`src/rtl/hazard_forward_unit_pkg.sv`:
```
// Shared pipeline types and forwarding helpers for the 5-stage RISC-V hazard logic.
package riscv_pipe_pkg;

  localparam int unsigned REG_AW = 5;

  localparam logic [1:0] FWD_REGFILE = 2'b00;
  localparam logic [1:0] FWD_EXMEM   = 2'b01;
  localparam logic [1:0] FWD_MEMWB   = 2'b10;

  typedef struct packed {
    logic              valid;
    logic [REG_AW-1:0] rd;
    logic              regwrite;
    logic              memread;
    logic [REG_AW-1:0] rs1;
    logic [REG_AW-1:0] rs2;
  } stage_info_t;

  // Later stages only need to know what they will write back.
  typedef struct packed {
    logic              valid;
    logic [REG_AW-1:0] rd;
    logic              regwrite;
  } dest_info_t;

  localparam stage_info_t STAGE_BUBBLE = '0;
  localparam dest_info_t  DEST_BUBBLE  = '0;

  function automatic dest_info_t to_dest(input stage_info_t s);
    dest_info_t d;
    d.valid    = s.valid;
    d.rd       = s.rd;
    d.regwrite = s.regwrite;
    return d;
  endfunction

  function automatic logic writes_reg(input dest_info_t d, input logic [REG_AW-1:0] src);
    return d.valid && d.regwrite && (d.rd != '0) && (d.rd == src);
  endfunction

  // MEM is the younger producer, so it is checked first.
  function automatic logic [1:0] fwd_decode(input logic [REG_AW-1:0] src,
                                            input dest_info_t        mem,
                                            input dest_info_t        wb);
    if (writes_reg(mem, src)) return FWD_EXMEM;
    if (writes_reg(wb, src))  return FWD_MEMWB;
    return FWD_REGFILE;
  endfunction

endpackage

```
`src/rtl/hazard_forward_unit_if.sv`:
```
// ID-stage hazard inputs and the resulting mux selects / pipeline controls.
interface hazard_forward_unit_if #(
  parameter int unsigned REG_AW = riscv_pipe_pkg::REG_AW,
  parameter int unsigned CNT_W  = 32
);
  import riscv_pipe_pkg::*;

  logic              freeze;
  logic              id_valid;
  logic [REG_AW-1:0] id_rs1;
  logic [REG_AW-1:0] id_rs2;
  logic              id_use_rs1;
  logic              id_use_rs2;
  logic [REG_AW-1:0] id_rd;
  logic              id_regwrite;
  logic              id_memread;
  logic              ex_branch_taken;

  logic [1:0]        fwd_a_sel;
  logic [1:0]        fwd_b_sel;
  logic              pc_write;
  logic              if_id_write;
  logic              if_id_flush;
  logic              id_ex_bubble;
  logic [CNT_W-1:0]  stall_cnt;
  logic [CNT_W-1:0]  flush_cnt;

  modport master (
    output freeze, id_valid, id_rs1, id_rs2, id_use_rs1, id_use_rs2,
           id_rd, id_regwrite, id_memread, ex_branch_taken,
    input  fwd_a_sel, fwd_b_sel, pc_write, if_id_write, if_id_flush,
           id_ex_bubble, stall_cnt, flush_cnt
  );

  modport slave (
    input  freeze, id_valid, id_rs1, id_rs2, id_use_rs1, id_use_rs2,
           id_rd, id_regwrite, id_memread, ex_branch_taken,
    output fwd_a_sel, fwd_b_sel, pc_write, if_id_write, if_id_flush,
           id_ex_bubble, stall_cnt, flush_cnt
  );

endinterface

```
`src/rtl/hazard_forward_unit_sat_counter.sv`:
```
// Event counter that sticks at all-ones instead of wrapping.
module sat_counter #(
  parameter int unsigned CNT_W = 32
) (
  input  logic             clk,
  input  logic             rst_n,
  input  logic             inc,
  output logic [CNT_W-1:0] count
);

  always_ff @(posedge clk) begin
    if (!rst_n) begin
      count <= '0;
    end else if (inc && (count != '1)) begin
      count <= count + 1'b1;
    end
  end

endmodule

```
`src/rtl/hazard_forward_unit.sv`:
```
// EX/MEM/WB destination tracking, operand forwarding, load-use stall and branch flush control.
module hazard_forward_unit #(
  parameter int unsigned REG_AW = riscv_pipe_pkg::REG_AW,
  parameter int unsigned CNT_W  = 32
) (
  input  logic                  clk,
  input  logic                  rst_n,
  hazard_forward_unit_if.slave  hz
);
  import riscv_pipe_pkg::*;

  stage_info_t       ex_q;
  stage_info_t       ex_d;
  dest_info_t        mem_q;
  dest_info_t        wb_q;
  logic [REG_AW-1:0] ld_rd;
  logic              rs1_hit;
  logic              rs2_hit;
  logic              load_use;
  logic              flush;
  logic              stall_inc;
  logic              flush_inc;

  assign ld_rd   = ex_q.rd;
  assign rs1_hit = hz.id_use_rs1 && (hz.id_rs1 == ld_rd);
  assign rs2_hit = hz.id_use_rs2 && (hz.id_rs2 == ld_rd);

  assign load_use = ex_q.valid && ex_q.memread && (ld_rd != '0) &&
                    hz.id_valid && (rs1_hit || rs2_hit);
  assign flush    = hz.ex_branch_taken;

  // A flush swallows a coincident stall, so only one counter moves.
  assign stall_inc = !hz.freeze && load_use && !flush;
  assign flush_inc = !hz.freeze && flush;

  always_comb begin
    ex_d = STAGE_BUBBLE;
    if (hz.id_valid && !load_use && !flush) begin
      ex_d.valid    = 1'b1;
      ex_d.rd       = hz.id_rd;
      ex_d.regwrite = hz.id_regwrite;
      ex_d.memread  = hz.id_memread;
      ex_d.rs1      = hz.id_rs1;
      ex_d.rs2      = hz.id_rs2;
    end
  end

  always_ff @(posedge clk) begin
    if (!rst_n) begin
      ex_q  <= STAGE_BUBBLE;
      mem_q <= DEST_BUBBLE;
      wb_q  <= DEST_BUBBLE;
    end else if (!hz.freeze) begin
      ex_q  <= ex_d;
      mem_q <= to_dest(ex_q);
      wb_q  <= mem_q;
    end
  end

  always_comb begin
    hz.fwd_a_sel    = fwd_decode(ex_q.rs1, mem_q, wb_q);
    hz.fwd_b_sel    = fwd_decode(ex_q.rs2, mem_q, wb_q);
    hz.pc_write     = 1'b1;
    hz.if_id_write  = 1'b1;
    hz.if_id_flush  = 1'b0;
    hz.id_ex_bubble = 1'b0;
    if (hz.freeze) begin
      hz.pc_write    = 1'b0;
      hz.if_id_write = 1'b0;
    end else if (flush) begin
      hz.if_id_flush  = 1'b1;
      hz.id_ex_bubble = 1'b1;
    end else if (load_use) begin
      hz.pc_write     = 1'b0;
      hz.if_id_write  = 1'b0;
      hz.id_ex_bubble = 1'b1;
    end
  end

  sat_counter #(.CNT_W(CNT_W)) u_stall_cnt (
    .clk   (clk),
    .rst_n (rst_n),
    .inc   (stall_inc),
    .count (hz.stall_cnt)
  );

  sat_counter #(.CNT_W(CNT_W)) u_flush_cnt (
    .clk   (clk),
    .rst_n (rst_n),
    .inc   (flush_inc),
    .count (hz.flush_cnt)
  );

endmodule
```
`src/flat_wrapper.sv`:
```
// flat-port wrapper written by rule: the top's interface ports become plain ports
module hazard_forward_unit_flat import riscv_pipe_pkg::*;
#(
  parameter int unsigned REG_AW = riscv_pipe_pkg::REG_AW,
  parameter int unsigned CNT_W  = 32
)
  (clk, rst_n, hz_freeze, hz_id_valid, hz_id_rs1, hz_id_rs2, hz_id_use_rs1, hz_id_use_rs2, hz_id_rd, hz_id_regwrite, hz_id_memread, hz_ex_branch_taken, hz_fwd_a_sel, hz_fwd_b_sel, hz_pc_write, hz_if_id_write, hz_if_id_flush, hz_id_ex_bubble, hz_stall_cnt, hz_flush_cnt);
  hazard_forward_unit_if #(.REG_AW(REG_AW), .CNT_W(CNT_W)) hz_i ();
  input  logic clk;
  input  logic rst_n;
  input wire logic [$bits(hz_i.freeze)-1:0] hz_freeze;
  input wire logic [$bits(hz_i.id_valid)-1:0] hz_id_valid;
  input wire logic [$bits(hz_i.id_rs1)-1:0] hz_id_rs1;
  input wire logic [$bits(hz_i.id_rs2)-1:0] hz_id_rs2;
  input wire logic [$bits(hz_i.id_use_rs1)-1:0] hz_id_use_rs1;
  input wire logic [$bits(hz_i.id_use_rs2)-1:0] hz_id_use_rs2;
  input wire logic [$bits(hz_i.id_rd)-1:0] hz_id_rd;
  input wire logic [$bits(hz_i.id_regwrite)-1:0] hz_id_regwrite;
  input wire logic [$bits(hz_i.id_memread)-1:0] hz_id_memread;
  input wire logic [$bits(hz_i.ex_branch_taken)-1:0] hz_ex_branch_taken;
  output wire logic [$bits(hz_i.fwd_a_sel)-1:0] hz_fwd_a_sel;
  output wire logic [$bits(hz_i.fwd_b_sel)-1:0] hz_fwd_b_sel;
  output wire logic [$bits(hz_i.pc_write)-1:0] hz_pc_write;
  output wire logic [$bits(hz_i.if_id_write)-1:0] hz_if_id_write;
  output wire logic [$bits(hz_i.if_id_flush)-1:0] hz_if_id_flush;
  output wire logic [$bits(hz_i.id_ex_bubble)-1:0] hz_id_ex_bubble;
  output wire logic [$bits(hz_i.stall_cnt)-1:0] hz_stall_cnt;
  output wire logic [$bits(hz_i.flush_cnt)-1:0] hz_flush_cnt;
  assign hz_i.freeze = hz_freeze;
  assign hz_i.id_valid = hz_id_valid;
  assign hz_i.id_rs1 = hz_id_rs1;
  assign hz_i.id_rs2 = hz_id_rs2;
  assign hz_i.id_use_rs1 = hz_id_use_rs1;
  assign hz_i.id_use_rs2 = hz_id_use_rs2;
  assign hz_i.id_rd = hz_id_rd;
  assign hz_i.id_regwrite = hz_id_regwrite;
  assign hz_i.id_memread = hz_id_memread;
  assign hz_i.ex_branch_taken = hz_ex_branch_taken;
  assign hz_fwd_a_sel = hz_i.fwd_a_sel;
  assign hz_fwd_b_sel = hz_i.fwd_b_sel;
  assign hz_pc_write = hz_i.pc_write;
  assign hz_if_id_write = hz_i.if_id_write;
  assign hz_if_id_flush = hz_i.if_id_flush;
  assign hz_id_ex_bubble = hz_i.id_ex_bubble;
  assign hz_stall_cnt = hz_i.stall_cnt;
  assign hz_flush_cnt = hz_i.flush_cnt;
  hazard_forward_unit #(.REG_AW(REG_AW), .CNT_W(CNT_W)) u_core (.clk(clk), .rst_n(rst_n), .hz(hz_i));
endmodule
```
`config.mk`:
```
export PLATFORM = sky130hd
export DESIGN_NAME = hazard_forward_unit_flat
export DESIGN_NICKNAME = d
export VERILOG_FILES = /design/src/rtl/hazard_forward_unit_pkg.sv /design/src/rtl/hazard_forward_unit_if.sv /design/src/rtl/hazard_forward_unit_sat_counter.sv /design/src/rtl/hazard_forward_unit.sv /design/src/flat_wrapper.sv
export SDC_FILE = /design/constraint.sdc
export NUM_CORES = 1
export LEC_CHECK = 0
export CAP_MARGIN = 10
export CORE_MARGIN = 2
export CORE_UTILIZATION = 57
export CTS_CLUSTER_DIAMETER = 100
export DETAILED_ROUTE_END_ITERATION = 8
export GPL_ROUTABILITY_DRIVEN = 0
export PLACE_DENSITY_LB_ADDON = 0.1
export SETUP_SLACK_MARGIN = 0.4
export SLEW_MARGIN = 20
export SYNTH_ARGS = -nofsm -noshare
export SYNTH_HDL_FRONTEND = slang
export SYNTH_HIERARCHICAL = 1
export SYNTH_SLANG_ARGS = --single-unit
```
`constraint.sdc`:
```
create_clock -name clk -period 8.7 [get_ports clk]
set_input_delay 1.74 -clock clk [delete_from_list [all_inputs] [get_ports clk]]
set_output_delay 1.74 -clock clk [all_outputs]
set_load 0.01 [all_outputs]
```
==> impl_metrics.env, run 1 <==
export IMPL_status="finished clean"
export IMPL_synth_cell_types=51
export IMPL_yosysWarnings=6
export IMPL_synth_nets=627
export IMPL_worstSetupEndpoint="hz_id_ex_bubble"
export IMPL_antennaDiodeCount=0
export IMPL_grt_max_degree=74
export IMPL_placed_cells=771
export IMPL_drc_errors=0
export IMPL_dieArea_um2=9970
export IMPL_cts_made_buffers=9
export IMPL_max_cap_violations=0
export IMPL_worst_hold_path_type="reg2reg"
export IMPL_synth_xor_area_frac=0.0669
export IMPL_synth_compound_area_frac=0.159
export IMPL_die_w_um=99.9
export IMPL_clock_latency_ps=370
export IMPL_hold_violations=0
export IMPL_antenna_found_initial=0
export IMPL_setup_tns_ps=0
export IMPL_slew_violations=0
export IMPL_grtUsageTotal=0.267
export IMPL_ios=96
export IMPL_placed_cell_area_um2=6170
export IMPL_hold_buffers=0
export IMPL_viasPerCell=6.27
export IMPL_critical_path_required_ps=6960
export IMPL_postCtsSetupBuffers=0
export IMPL_start_kind="primary input"
export IMPL_period_needed_ps=5930
export IMPL_drtAntennaViolNets=0
export IMPL_fmax_ghz=0.169
export IMPL_synth_cells=601
export IMPL_postLayoutCoreUtil=0.727
export IMPL_vdd_drop_max_mv=0.0837
export IMPL_areaGrowthSynthToFinish_pct=22.2
export IMPL_fin_cells=787
export IMPL_synthMuxAreaShare=0.0535
export IMPL_drive_above_1_share=0.0604
export IMPL_port_buffers=95
export IMPL_relSlewSlack=0.267
export IMPL_route_vias_total=4935
export IMPL_fin_total_pwr_uw=844
export IMPL_seq_area_frac_synth=0.367
export IMPL_startpoint="hz_freeze"
export IMPL_end_kind="primary output"
export IMPL_drtIter0Drc=269
export IMPL_dpl_hpwl_mm=9.21
export IMPL_synth_top_family_by_area="simple AND/OR/NAND/NOR gates"
export IMPL_tightest_slew_ps=1090
export IMPL_final_nets=700
export IMPL_first_pass_iters=5
export IMPL_grt_overflow_total=0
export IMPL_p_leak_uw=0.00207
export IMPL_synth_fa_ha_area_frac=0.00478
export IMPL_cts_htree_levels=3
export IMPL_grt_pass1_vias=4489
export IMPL_grt_pass1_wl_mm=21.8
export IMPL_synth_edf_count=0
export IMPL_finalSetupViolCount=0
export IMPL_netlist_area_um2=5240
export IMPL_worst_ep_arrival_time_ps=4190
export IMPL_synth_simple_area_share=0.310
export IMPL_num_rows=34
export IMPL_r2r_slack_ps=4500
export IMPL_cts_resized=0
export IMPL_rsz0062_at_grt="false"
export IMPL_synth_ff_latch_count=96
export IMPL_crit_type="in2out"
export IMPL_cts_tree="done"
export IMPL_r2r_end="u_core/u_stall_cnt/count[31]"
export IMPL_cts_sinks=96
export IMPL_path_max_fanout=21
export IMPL_fin_skew_ps=14.2
export IMPL_clock_path_buffers=2
export IMPL_root_buffer="clkbuf_8"
export IMPL_initial_core_util=0.595
export IMPL_coreArea_um2=8810
export IMPL_synthFlopType="dfxtp_1"
export IMPL_final_area_um2=6400
export IMPL_fin_crit_sh=0.682
export IMPL_routedWlPerCell_um=16.5
export IMPL_postRouteWirelength_mm=13.0
export IMPL_die_h_um=99.9
export IMPL_p_per_area_nw_per_um2=132
export IMPL_ys_async_sr_fraction=0
export IMPL_avgSynthCellArea_um2=8.71
export IMPL_r2r_start="u_core/ld_rd[3]"
export IMPL_reg2reg_depth=8
export IMPL_clkTransAtPathRegs_ps=90
-- cells by family after synthesis --
logic type / Yosys count
adder cells (fa/ha/maj): 2
AO/OA/AOI/OAI: 114
multiplexers: 28
buffers and inverters: 42
XOR/XNOR: 40
AND/OR/NAND/NOR: 279
flip-flops: 96
-- where the power goes --
part / leakage, uW / total [uW] / switching (uW) / internal, uW
logic: 0.00118 / 56.8 / 28.4 / 28.4
clock network: 0.000113 / 335 / 157 / 178
registers: 0.000775 / 452 / 7.88 / 445
total: 0.00207 / 844 / 193 / 651
-- final cells by class --
cell class / instances / area [um2]
multi-input cells: 463 / 3120
fillers: 707 / 2410
flip-flops and latches: 96 / 1920
repair buffers: 98 / 968
clock buffers: 12 / 155
well taps: 108 / 135
clock inverters: 4 / 76.3
inverters: 6 / 22.5
-- metal layers --
metal,global-route usage,routed length (um),vias up
met5,0,0,-
met4,0.0938,330,0
met3,0.0481,644,32
met2,0.443,6320,165
met1,0.350,5670,2329
li1,-,-,2409
-- registers in the layout, indices dropped and copies added (netlist names) --
signal,flops
u_core/ld_rd,5
u_core/mem_q,7
u_core/u_stall_cnt/count,32
u_core/ex_q,13
u_core/wb_q,7
u_core/u_flush_cnt/count,32
-- worst min path at each step --
stage	to	cells past startpoint	slack (ps)	start
after floorplan	u_core/ex_q[11]	2	440	u_core/ex_q[11]
after global placement	u_core/u_stall_cnt/count[27]	2	470	u_core/u_stall_cnt/count[27]
after detailed placement	u_core/u_flush_cnt/count[27]	2	480	u_core/u_flush_cnt/count[27]
after CTS	u_core/u_flush_cnt/count[27]	2	490	u_core/u_flush_cnt/count[27]
after global routing	u_core/u_stall_cnt/count[27]	2	520	u_core/u_stall_cnt/count[27]
final	u_core/u_flush_cnt/count[27]	2	490	u_core/u_flush_cnt/count[27]
-- through the flow --
| step | setup slack (ps) | hold slack [ps] |
|---|---|---|
| after CTS | 2750 | 493 |
| final | 2770 | 491 |
| after floorplan | 4170 | 442 |
| after global routing | 2590 | 520 |
| after detailed placement | 2760 | 480 |
| after global placement | 2840 | 466 |
-- worst max-delay path: stages --
cell and delay, ps:
clkdlybuf4s50_1 960, nor2b_1 690, o21bai_1 210, clkdlybuf4s50_1 590
-- cell usage in the layout (no fill, tap or decap), drive strengths merged, types with 5 or more instances in the layout --
master,Yosys,final
a21oi,31,31
and2,5,5
and3,6,6
and4,12,12
clkbuf,24,12
clkdlybuf4s50,0,94
dfxtp,96,96
inv,6,6
mux2i,28,28
nand2,51,51
nand2b,35,35
nand3,48,48
nand4,20,20
nor2,19,19
nor2b,15,15
nor3,8,8
nor4,16,16
o211ai,23,23
o21ai,6,6
o31ai,22,22
o41ai,8,8
or3,12,12
or4,30,30
xnor2,26,26
xor2,14,14
-- cell usage after synthesis (12+ instances only) --
master,count,share of area
nand2b_1,35,0.042
a21oi_1,30,0.029
nand2_1,51,0.037
xor2_1,14,0.023
clkbuf_1,24,0.017
nor2_1,19,0.014
or4_1,26,0.037
o211ai_1,22,0.032
and4_1,12,0.020
nor2b_1,15,0.018
nand3_1,44,0.042
nor4_1,16,0.019
nand4_1,20,0.024
dfxtp_1,96,0.37
o31ai_1,22,0.032
xnor2_1,26,0.043
mux2i_1,28,0.054
(Power assumes the default switching activity.)
==> inputs of run 2 (changes only) <==
--- a/config.mk
+++ b/config.mk
@@ -7,7 +7,7 @@
 export LEC_CHECK = 0
 export CAP_MARGIN = 10
 export CORE_MARGIN = 2
-export CORE_UTILIZATION = 57
+export CORE_UTILIZATION = 48
 export CTS_CLUSTER_DIAMETER = 100
 export DETAILED_ROUTE_END_ITERATION = 8
 export GPL_ROUTABILITY_DRIVEN = 0
==> constraint.sdc (replaced) <==
create_clock -name clk -period 5.3 [get_ports clk]
set_input_delay 1.06 -clock clk [delete_from_list [all_inputs] [get_ports clk]]
set_output_delay 1.06 -clock clk [all_outputs]
set_load 0.01 [all_outputs]
==> run 2 against run 1 <==
Effect of this change:
- design area up 0.98%
- register-to-register slack worse by 2600 ps
- combinational power up 68%
- clock power increased by 53%
- hold slack improved by 4.0 ps
- utilization fell by 13 points
- largest power group unchanged
==> impl_metrics.env, run 2 (same netlist as run 1, synthesis figures left out) <==
export IMPL_critPathMostFrequentCell="clkdlybuf4s50_1"
export IMPL_r2r_start="u_core/ld_rd[2]"
export IMPL_p_per_area_nw_per_um2=209
export IMPL_route_vias_total=4979
export IMPL_hold_violations=0
export IMPL_placed_cells=809
export IMPL_antenna_found_initial=0
export IMPL_path_max_fanout=20
export IMPL_dieArea_um2=11800
export IMPL_fmax_ghz=0.238
export IMPL_end_kind="primary output"
export IMPL_reg_top3="u_core/u_flush_cnt/count (32), u_core/u_stall_cnt/count (32), u_core/ex_q (13)"
export IMPL_grt_max_degree=40
export IMPL_grt_pass1_wl_mm=22.8
export IMPL_ios=96
export IMPL_routedWlPerCell_um=16.9
export IMPL_postCtsSetupBuffers=0
export IMPL_initial_core_util=0.487
export IMPL_fin_skew_ps=9.23
export IMPL_first_pass_iters=5
export IMPL_coreArea_um2=10700
export IMPL_status="finished clean"
export IMPL_startpoint="hz_id_valid"
export IMPL_setup_tns_ps=0
export IMPL_cts_tree="done"
export IMPL_start_kind="primary input"
export IMPL_cts_made_buffers=9
export IMPL_crit_slowest_cell="clkdlybuf4s50_1"
export IMPL_worst_ep_arrival_time_ps=3140
export IMPL_dpl_hpwl_mm=9.90
export IMPL_final_common_cell="dfxtp_1"
export IMPL_hold_buffers=0
export IMPL_crit_type="in2out"
export IMPL_die_w_um=108
export IMPL_cts_resized=0
export IMPL_postRouteWirelength_mm=13.9
export IMPL_relSlewSlack=0.296
export IMPL_cts_htree_levels=3
export IMPL_drc_errors=0
export IMPL_tightest_slew_ps=1050
export IMPL_drtAntennaViolNets=0
export IMPL_r2r_slack_ps=1940
export IMPL_drive_above_1_share=0.0687
export IMPL_clkTransAtPathRegs_ps=90
export IMPL_pwr_share_seq=0.550
export IMPL_grt_overflow_total=0
export IMPL_r2r_end="u_core/u_stall_cnt/count[31]"
export IMPL_fin_cells=824
export IMPL_finalSetupViolCount=0
export IMPL_viasPerCell=6.04
export IMPL_reg2reg_depth=9
export IMPL_slew_violations=0
export IMPL_setup_ws_ps=1100
export IMPL_pre_cts_ws_ps=1010
export IMPL_worstSetupEndpoint="hz_id_ex_bubble"
export IMPL_clock_path_buffers=2
export IMPL_cp_depth=5
export IMPL_sw_frac_of_total=0.230
export IMPL_grt_pass1_vias=4548
export IMPL_combPwrFrac=0.071
export IMPL_max_cap_violations=0
export IMPL_rsz0062_at_grt="false"
export IMPL_final_cell_mix="dfxtp_1 (96), clkdlybuf4s50_1 (94), nand2_1 (51)"
export IMPL_fin_crit_sh=0.793
export IMPL_p_leak_uw=0.00209
export IMPL_root_buffer="clkbuf_8"
export IMPL_die_h_um=108
export IMPL_critical_path_required_ps=4240
export IMPL_cts_sinks=96
export IMPL_drtIter0Drc=295
export IMPL_areaGrowthSynthToFinish_pct=23.4
export IMPL_clock_latency_ps=350
export IMPL_vdd_drop_max_mv=0.118
export IMPL_grtUsageTotal=0.240
export IMPL_power_frac_clock=0.379
export IMPL_fillers=993
export IMPL_period_needed_ps=4200
export IMPL_intPower_uw=1040
export IMPL_antennaDiodeCount=0
export IMPL_p_switching_uw=311
export IMPL_cpPeakStageDelay_ps=550
export IMPL_cpLargestDelayFamily="buffers and inverters"
export IMPL_num_rows=38
export IMPL_cp_buffers_inverters=2
export IMPL_worst_hold_path_type="reg2reg"
export IMPL_final_nets=706
export IMPL_port_buffers=95
export IMPL_path_cells="clkdlybuf4s50_1 > o2111ai_2 > or2_4 > o21bai_1 > clkdlybuf4s50_1"
run 2: cell type report:
type	count	area, um2	share of cell area
Multi-Input combinational cell	463	3120	0.483
Timing Repair Buffer	104	1010	0.157
Tap cell	140	175	0.0271
Inverter	6	22.5	0.00348
Clock buffer	9	124	0.0192
Sequential cell	96	1920	0.297
Clock inverter	6	85.1	0.0132
run 2: tightest hold or removal path: cells and delay by family (launching register included):
kind             cells  cell delay, ps
DFF                  1             340
muxes                1              60
and+or+nand+nor      1              60
run 2: worst min-delay path by stage:
stage	cells after the start	from	slack [ps]	end
after floorplan	2	u_core/ex_q[11]	440	u_core/ex_q[11]
after global placement	2	u_core/ex_q[11]	460	u_core/ex_q[11]
after detailed placement	2	u_core/ex_q[11]	470	u_core/ex_q[11]
after CTS	2	u_core/ex_q[11]	490	u_core/ex_q[11]
after global routing	2	u_core/ex_q[11]	510	u_core/ex_q[11]
final	2	u_core/u_stall_cnt/count[27]	490	u_core/u_stall_cnt/count[27]
run 2: layer usage:
layer  global-route usage  share of wire
met1                0.327           0.45
met2                0.390           0.49
met3               0.0344          0.047
met4               0.0788          0.013
met5                    0              0
run 2: power groups by stage:
stage	clock network (uW)	registers (uW)	logic, uW
floorplan	0	756	59.9
global placement	0	759	92.7
detailed placement	0	760	95.0
CTS	526	743	95.5
global route	556	744	105
finish	511	743	95.3
run 2: stage by stage:
step / total power, uW / area (um2) / utilization / hold WS, ps
after floorplan: 816 / 5240 / - / 442
after global placement: 852 / 6250 / 0.582 / 456
after detailed placement: 855 / 6250 / 0.582 / 471
after CTS: 1360 / 6460 / 0.601 / 491
after global routing: 1400 / 6460 / 0.601 / 512
final: 1350 / 6460 / 0.601 / 495
